[config.mk]
export PLATFORM = sky130hd
export DESIGN_NAME = tile_window_fetcher
export DESIGN_NICKNAME = d
export VERILOG_FILES = /design/src/rtl/tile_window_fetcher.sv
export SDC_FILE = /design/constraint.sdc
export NUM_CORES = 1
export LEC_CHECK = 0
export CORE_AREA = 8 8 271 273
export CTS_CLUSTER_DIAMETER = 30
export DETAILED_ROUTE_END_ITERATION = 12
export DIE_AREA = 0 0 279 281
export GPL_TIMING_DRIVEN = 0
export HOLD_SLACK_MARGIN = 0.1
export PLACE_DENSITY = 0.62
export SYNTH_ARGS = -nofsm -noshare
export SYNTH_HDL_FRONTEND = slang
export SYNTH_SLANG_ARGS = --single-unit
export TNS_END_PERCENT = 30
[constraint.sdc]
create_clock -name clk -period 2.49 [get_ports clk]
set_clock_uncertainty 0.1 [all_clocks]
set_input_delay 0.498 -clock clk [delete_from_list [all_inputs] [get_ports clk]]
set_output_delay 0.498 -clock clk [all_outputs]
set_load 0.02 [all_outputs]
[src/rtl/tile_window_fetcher.sv]
// Tile window fetcher: walks a frame held in row-addressed memory and emits
// overlapping WIN_ROWS x WIN_COLS tiles in raster order on a valid/ready port,
// with the tile's top-left position as a sideband and optional edge clamping.
module tile_window_fetcher #(
  parameter int unsigned PIX_W     = 8,
  parameter int unsigned IMG_W     = 638,
  parameter int unsigned IMG_H     = 482,
  parameter int unsigned WIN_ROWS  = 5,
  parameter int unsigned WIN_COLS  = 14,
  parameter int unsigned OUT_ROWS  = 3,
  parameter int unsigned OUT_COLS  = 12,
  parameter int unsigned EDGE_MODE = 0
) (
  input  logic                                clk,
  input  logic                                rst,
  input  logic                                start,
  output logic                                busy,
  output logic                                done,
  output logic                                mem_rd,
  output logic [$clog2(IMG_H)-1:0]            mem_row,
  output logic [$clog2(IMG_W)-1:0]            mem_col,
  input  logic [WIN_COLS*PIX_W-1:0]           mem_rdata,
  output logic                                tile_valid,
  input  logic                                tile_ready,
  output logic [WIN_ROWS*WIN_COLS*PIX_W-1:0]  tile_data,
  output logic [$clog2(IMG_H)-1:0]            tile_row,
  output logic [$clog2(IMG_W)-1:0]            tile_col,
  output logic                                tile_last
);

  localparam int unsigned RW = $clog2(IMG_H);
  localparam int unsigned CW = $clog2(IMG_W);
  localparam int unsigned KW = (WIN_ROWS > 1) ? $clog2(WIN_ROWS) : 1;
  localparam int unsigned LW = WIN_COLS * PIX_W;

  typedef enum logic [2:0] {
    S_IDLE,
    S_FETCH,
    S_WAIT,
    S_OUT,
    S_DONE
  } state_t;

  state_t                     state;
  state_t                     state_nx;
  logic [KW-1:0]              k;
  logic [RW-1:0]              row;
  logic [CW-1:0]              col;
  logic                       cap_en;
  logic [KW-1:0]              cap_idx;
  // Row 0 of the tile lives in the most significant slot.
  logic [WIN_ROWS-1:0][LW-1:0] line;

  logic col_step;
  logic col_clamp;
  logic row_step;
  logic row_clamp;
  logic last_col;
  logic last_row;

  assign tile_row  = row;
  assign tile_col  = col;
  assign tile_data = line;

  // Next tile position: normal stride first, then one optional clamped edge tile.
  always_comb begin
    col_step  = (32'(col) + OUT_COLS + WIN_COLS <= IMG_W);
    col_clamp = (EDGE_MODE != 0) && !col_step && (32'(col) < IMG_W - WIN_COLS);
    row_step  = (32'(row) + OUT_ROWS + WIN_ROWS <= IMG_H);
    row_clamp = (EDGE_MODE != 0) && !row_step && (32'(row) < IMG_H - WIN_ROWS);
    last_col  = !col_step && !col_clamp;
    last_row  = !row_step && !row_clamp;
  end

  // FSM next-state and output decode.
  always_comb begin
    state_nx   = state;
    busy       = 1'b0;
    done       = 1'b0;
    mem_rd     = 1'b0;
    mem_row    = '0;
    mem_col    = '0;
    tile_valid = 1'b0;
    tile_last  = 1'b0;
    case (state)
      S_IDLE: begin
        if (start) state_nx = S_FETCH;
      end
      S_FETCH: begin
        busy    = 1'b1;
        mem_rd  = 1'b1;
        mem_row = row + RW'(k);
        mem_col = col;
        if (k == KW'(WIN_ROWS - 1)) state_nx = S_WAIT;
      end
      S_WAIT: begin
        busy     = 1'b1;
        state_nx = S_OUT;
      end
      S_OUT: begin
        busy       = 1'b1;
        tile_valid = 1'b1;
        tile_last  = last_col && last_row;
        if (tile_ready) state_nx = (last_col && last_row) ? S_DONE : S_FETCH;
      end
      S_DONE: begin
        done     = 1'b1;
        state_nx = S_IDLE;
      end
      default: state_nx = S_IDLE;
    endcase
  end

  // State, row counter, tile position and read-data capture registers.
  always_ff @(posedge clk) begin
    if (rst) begin
      state   <= S_IDLE;
      k       <= '0;
      row     <= '0;
      col     <= '0;
      cap_en  <= 1'b0;
      cap_idx <= '0;
      line    <= '0;
    end else begin
      state   <= state_nx;
      cap_en  <= mem_rd;
      cap_idx <= k;
      if (cap_en) line[KW'(WIN_ROWS - 1) - cap_idx] <= mem_rdata;
      case (state)
        S_FETCH: k <= (k == KW'(WIN_ROWS - 1)) ? '0 : k + KW'(1);
        S_OUT: begin
          if (tile_ready) begin
            if (col_step) begin
              col <= col + CW'(OUT_COLS);
            end else if (col_clamp) begin
              col <= CW'(IMG_W - WIN_COLS);
            end else if (row_step) begin
              col <= '0;
              row <= row + RW'(OUT_ROWS);
            end else if (row_clamp) begin
              col <= '0;
              row <= RW'(IMG_H - WIN_ROWS);
            end
          end
        end
        S_DONE: begin
          row <= '0;
          col <= '0;
        end
        default: ;
      endcase
    end
  end

endmodule

# == Yosys cells after proc, flatten, opt, wreduce, memory -nomap -nowiden ==
# Index checks and enable logic that the tools add are counted.
# totals
word_cells,69
ramBits,0
rom_bits,0
latch_bits,0
mem_count,0
out_inout_bits,603
register_bits,589
in_bits,116
# op_classes
n_mul,0
div_mod_pow,0
n_lt_le_gt_ge,4
mux,24
n_shift,0
eq_ne,11
addsub,9
bitwise,0
reduce_logical,10
# op_table
cell,n
bitwise mux 560 bit,1
demux 112 bit (select 3 bit),1
two-way mux 112 bit,1
two-way mux 10 bit,4
two-way mux 9 bit,4
one-hot mux 10 bit (2 select lines),1
one-hot mux 9 bit (2 select lines),1
two-way mux 3 bit,5
"adder 11 x 4 -> 12 bit, second input constant",1
"<= comparator 12 x 10 -> 1 bit, second input constant",1
one-hot mux 3 bit (4 select lines),1
"adder 10 x 3 -> 11 bit, second input constant",1
"adder 10 x 4 -> 11 bit, second input constant",1
"<= comparator 11 x 9 -> 1 bit, second input constant",1
"adder 10 x 4 -> 10 bit, second input constant",1
"adder 9 x 2 -> 10 bit, second input constant",1
"inequality test 2 bit, second input constant",5
"adder 9 x 2 -> 9 bit, second input constant",1
adder 9 x 3 -> 9 bit,1
"== test 3 x 2 -> 1 bit, second input constant",2
"== test 3 bit, second input constant",2
AND reduction 3 bit,2
two-way mux 1 bit,5
"< comparator 3 x 4 -> 1 bit, second input constant",1
11 further kinds,13

# == Logic depth before layout (Yosys ltp) ==
# depth
ltp_word,8
mapped_depth,11
ltp_nobuf,8

# == Worst setup path after synthesis ==
# Ideal clock, no wire load.
# synth_path
path_kind,register to output
start,"register row[3], in the netlist tile_row[3]"
end,output port tile_last
required_ps,1892
path_buffers,0
slack_ps,-300
stages_incl_launch_ff,7
t_arrival_ps,2192
path_cell_list,dfxtp_1 > ha_1 > xor2_1 > o211ai_1 > a222oi_1 > nand2_1 > nor2_1
# synth_via
elab_chain_len,6
# synth_rtl
element,line_no,rtl
start: declaration,47,logic [RW-1:0] row;
start signal: assignment,139,row <= row + RW'(OUT_ROWS);
start signal: assignment,142,row <= RW'(IMG_H - WIN_ROWS);
adder 9 x 2 -> 10 bit,69,row_step = (32'(row) + OUT_ROWS + WIN_ROWS <= IMG_H);
adder 10 x 3 -> 11 bit,69,
<= comparator 11 x 9 -> 1 bit,69,
zero test 1 bit,72,last_row = !row_step && !row_clamp;
logical AND 1 bit,103,tile_last = last_col && last_row;
two-way mux 1 bit,85,case (state)
end: declaration,28,output logic tile_last
# No other way between the ends.

# == Worst setup path in the final report ==
# Same ends and word-level chain as after synthesis.

==> impl_results.md <==
- Synth top area cells: dfxtp_1 56%, nand2_1 21%, a21oi_1 14%, clkbuf_1 3.1%, ha_1 0.66%
- Async S/R FF share, synth: 0%
- Clock buffer depth: 3
- Initial antenna violation count: 3
- Die Span Y: 281 um
- Post-detail-place hpwl: 72.8 mm
- Drt wl/cell: 21.7 um
- CTS Buf Count: 138
- Root Buffer Master: clkbuf_16
- Clock Latency Late Sink: 0.68 ns
- Sequential area share after synthesis: 56.3%
- Worst hold path type: primary input to register
- Ports: 719
- Worst IR drop on VDD: 0.000677 V
- Worst setup EP type: output pin
- H-Tree Depth: 4
- Setup ws final: -0.433 ns
- Die W: 279 um
- Synth top area share: 56.3%
- Routability cong.: 0.874
- Max Cap Viol: 0
- Initial DRT Pass Iterations: 5
- Syn Std Cell Area: 0.0209 sq mm
- Post-synthesis compound-gate area fraction: 15.0%
- Rel. slew slack: 20.4%
- Final min period: 2.92 ns
- Main combinational cell family by area after synthesis: simple AND/OR/NAND/NOR gates
- Largest area contributor in the synthesized netlist: dfxtp_1
- Final core utilization: 50.4%
- Slew @ Worst Pin: 1.19 ns
- Total die area: 0.0784 sq mm
- Synth cell count leaders: 1146 x nand2_1, 587 x dfxtp_1, 574 x a21oi_1
- DR DRC count: 0
- Cell chain of the critical path: ha_4 -> nand4bb_1 -> o211ai_1 -> a222oi_1 -> buf_4 -> nand2_4 -> nor2_4 -> buf_6
- Routed vias: 21899
- Startpoint class of the critical path: register
- Number of synthesized flops with an enable pin: 0
- Synth unique cells: 57
- GR Overflow Total: 0
- WS Path Type: register to output pin
- Routed Antenna Nets: 0
- Layout cell share with drive strength beyond 1: 12.3%
- Nets@finish: 3684
- Clock Sinks: 587
- GRT Util Overall: 24.3%
- Worst path max stage delay: 0.37 ns
- Vias in the first global route: 21361
- Initial Util: 30.1%
- Max-slew violations: 0
- TritonCTS clock tree: done
- Most numerous cell in the Yosys netlist: nand2_1
- Via density per instance: 4.75
- DRT iter0 DRCs: 1447
- PD cells: 863 mW/mm^2
- Unrepaired setup endpoints after global routing: true
- Post-synthesis mux area share: 0.288%
- Worst path slowest cell: dfxtp_4
- #FFs+latches synth: 587
- Arr. time, crit path: 2.33 ns
- Leakage: 12.2 nW
- Tot Pwr: 30.1 mW
- Post-synthesis cell count: 2680
- First-pass GRT wire length: 142 mm
- CP Data Required Time: 1.89 ns
- Final hold viol count: 0
- # rows: 97
- Tcrit/Tclk final: 117%
- Synth warn: 0
- FMAX: 342 MHz
- Clk pin slew, worst setup/hold paths: 0.05 ns
- Status: complete, but fails checks
- Post-Syn Area per Cell: 7.78 sq um
- Pin count of the biggest net entering global routing: 17
- Post-Synth XOR/XNOR Area: 0.336%
- Routed WL: 100 mm
- Simple-gate portion of the synthesized area: 23.2%
- Post-Synth Adder-Cell Area: 0.756%
- Endpoints failing setup: 19
- Core footprint: 0.0693 sq mm
- Top_reg_cell synth: dfxtp_1
- Failing checks: negative setup slack
- Buffers on Ports: 713
- Crit Path Max Fanout: 5
- Area delta synth->final: 67.3%
[kinds of logic after synthesis]
logic type,Yosys count
flops,587
compound gates,610
mux,6
xor+xnor,8
simple gates,1242
buf+inv,214
fa+ha+maj,12
other cells,1
[layout make-up]
class	instances	area, sq um
plain buffers	193	1040
inverters	13	52.6
well taps	940	1180
diodes	1	2.50
repair buffers	740	7360
fillers	6573	34400
multi-input cells	1882	8480
flip-flops and latches	587	11800
repair inverters	1	7.51
clock buffers	181	3900
clock inverters	71	1090
[routing by layer]
metal  up-vias  GRT usage, %  share of wire, %
met5         -             0                 0
met2       936          40.2                47
met1     10266          27.5                39
li1      10481             -                 -
met3       216          9.80                10
met4         0          10.7               4.0
[metrics by stage]
| step | hold slack [ns] | setup WS (ns) | cell area (sq um) | setup TNS, ns | instances |
|---|---|---|---|---|---|
| CTS | 0.157 | -0.464 | 34700 | -4.78 | 4609 |
| global placement | 0.340 | -1.14 | 29200 | -430.50 | 4336 |
| detailed placement | 0.345 | -1.12 | 29200 | -424.42 | 4336 |
| floorplan | 0.382 | 0.0154 | 20900 | 0 | 2683 |
| finish | 0.208 | -0.433 | 34900 | -3.87 | 4609 |
| global route | 0.216 | -0.541 | 34900 | -5.71 | 4608 |
[worst max-delay path, delay by kind of cell, from the launching register on]
family | cells | cell delay (ns)
AOI/OAI and AO/OA | 2 | 0.42
and+or+nand+nor | 3 | 0.25
DFF | 1 | 0.37
adders and majority gates | 1 | 0.26
buffers and inverters | 2 | 0.33
[what timing repair did]
item | 4_1_cts | 5_1_grt
hold buffers | 0 | 0
gates cloned | 2 | 1
pin swaps | 20 | 14
resized for setup | 265 | 88
endpoints found under the setup margin | 467 | 536
buffers inserted | 22 | 4
[state kept, by name (all words and copies together) (netlist names)]
name       cells
tile_row       9
cap_en         1
state          3
cap_idx        3
tile_data    560
tile_col       8
k              3
[layout by cell type (no fill, tap or decap), types with 6 or more instances in the layout]
| master | instances |
|---|---|
| nand2_1 | 1145 |
| clkdlybuf4s50_1 | 683 |
| dfxtp_1 | 574 |
| a21oi_1 | 570 |
| clkbuf_16 | 143 |
| clkbuf_1 | 105 |
| clkbuf_2 | 58 |
| buf_4 | 35 |
| clkbuf_8 | 28 |
| nor2_1 | 25 |
| buf_6 | 23 |
| clkinv_2 | 21 |
| bufinv_16 | 19 |
| clkinvlp_4 | 15 |
| buf_2 | 15 |
| inv_1 | 9 |
| and2_4 | 9 |
| nand3_1 | 8 |
| clkbuf_4 | 8 |
| or2_2 | 8 |
| dfxtp_4 | 8 |
| o21ai_0 | 6 |
| mux2i_1 | 6 |
| dlygate4sd2_1 | 6 |
[power breakdown]
group	switching (mW)	internal (mW)
combinational	0.941	0.532
sequential	0.0667	9.54
clock	6.01	13.0
[final timing paths]
check                              startpoint       endpoint  slack, ns  cells past startpoint
worst min register to register  tile_data[60]  tile_data[60]       0.35                      2
worst min-delay path                      rst    tile_row[3]       0.21                      4
worst max-delay path              tile_row[3]      tile_last      -0.43                      8
worst max register to register     cap_idx[0]  tile_data[68]       0.10                      8
Note: power is estimated with default switching activity, not from simulation.
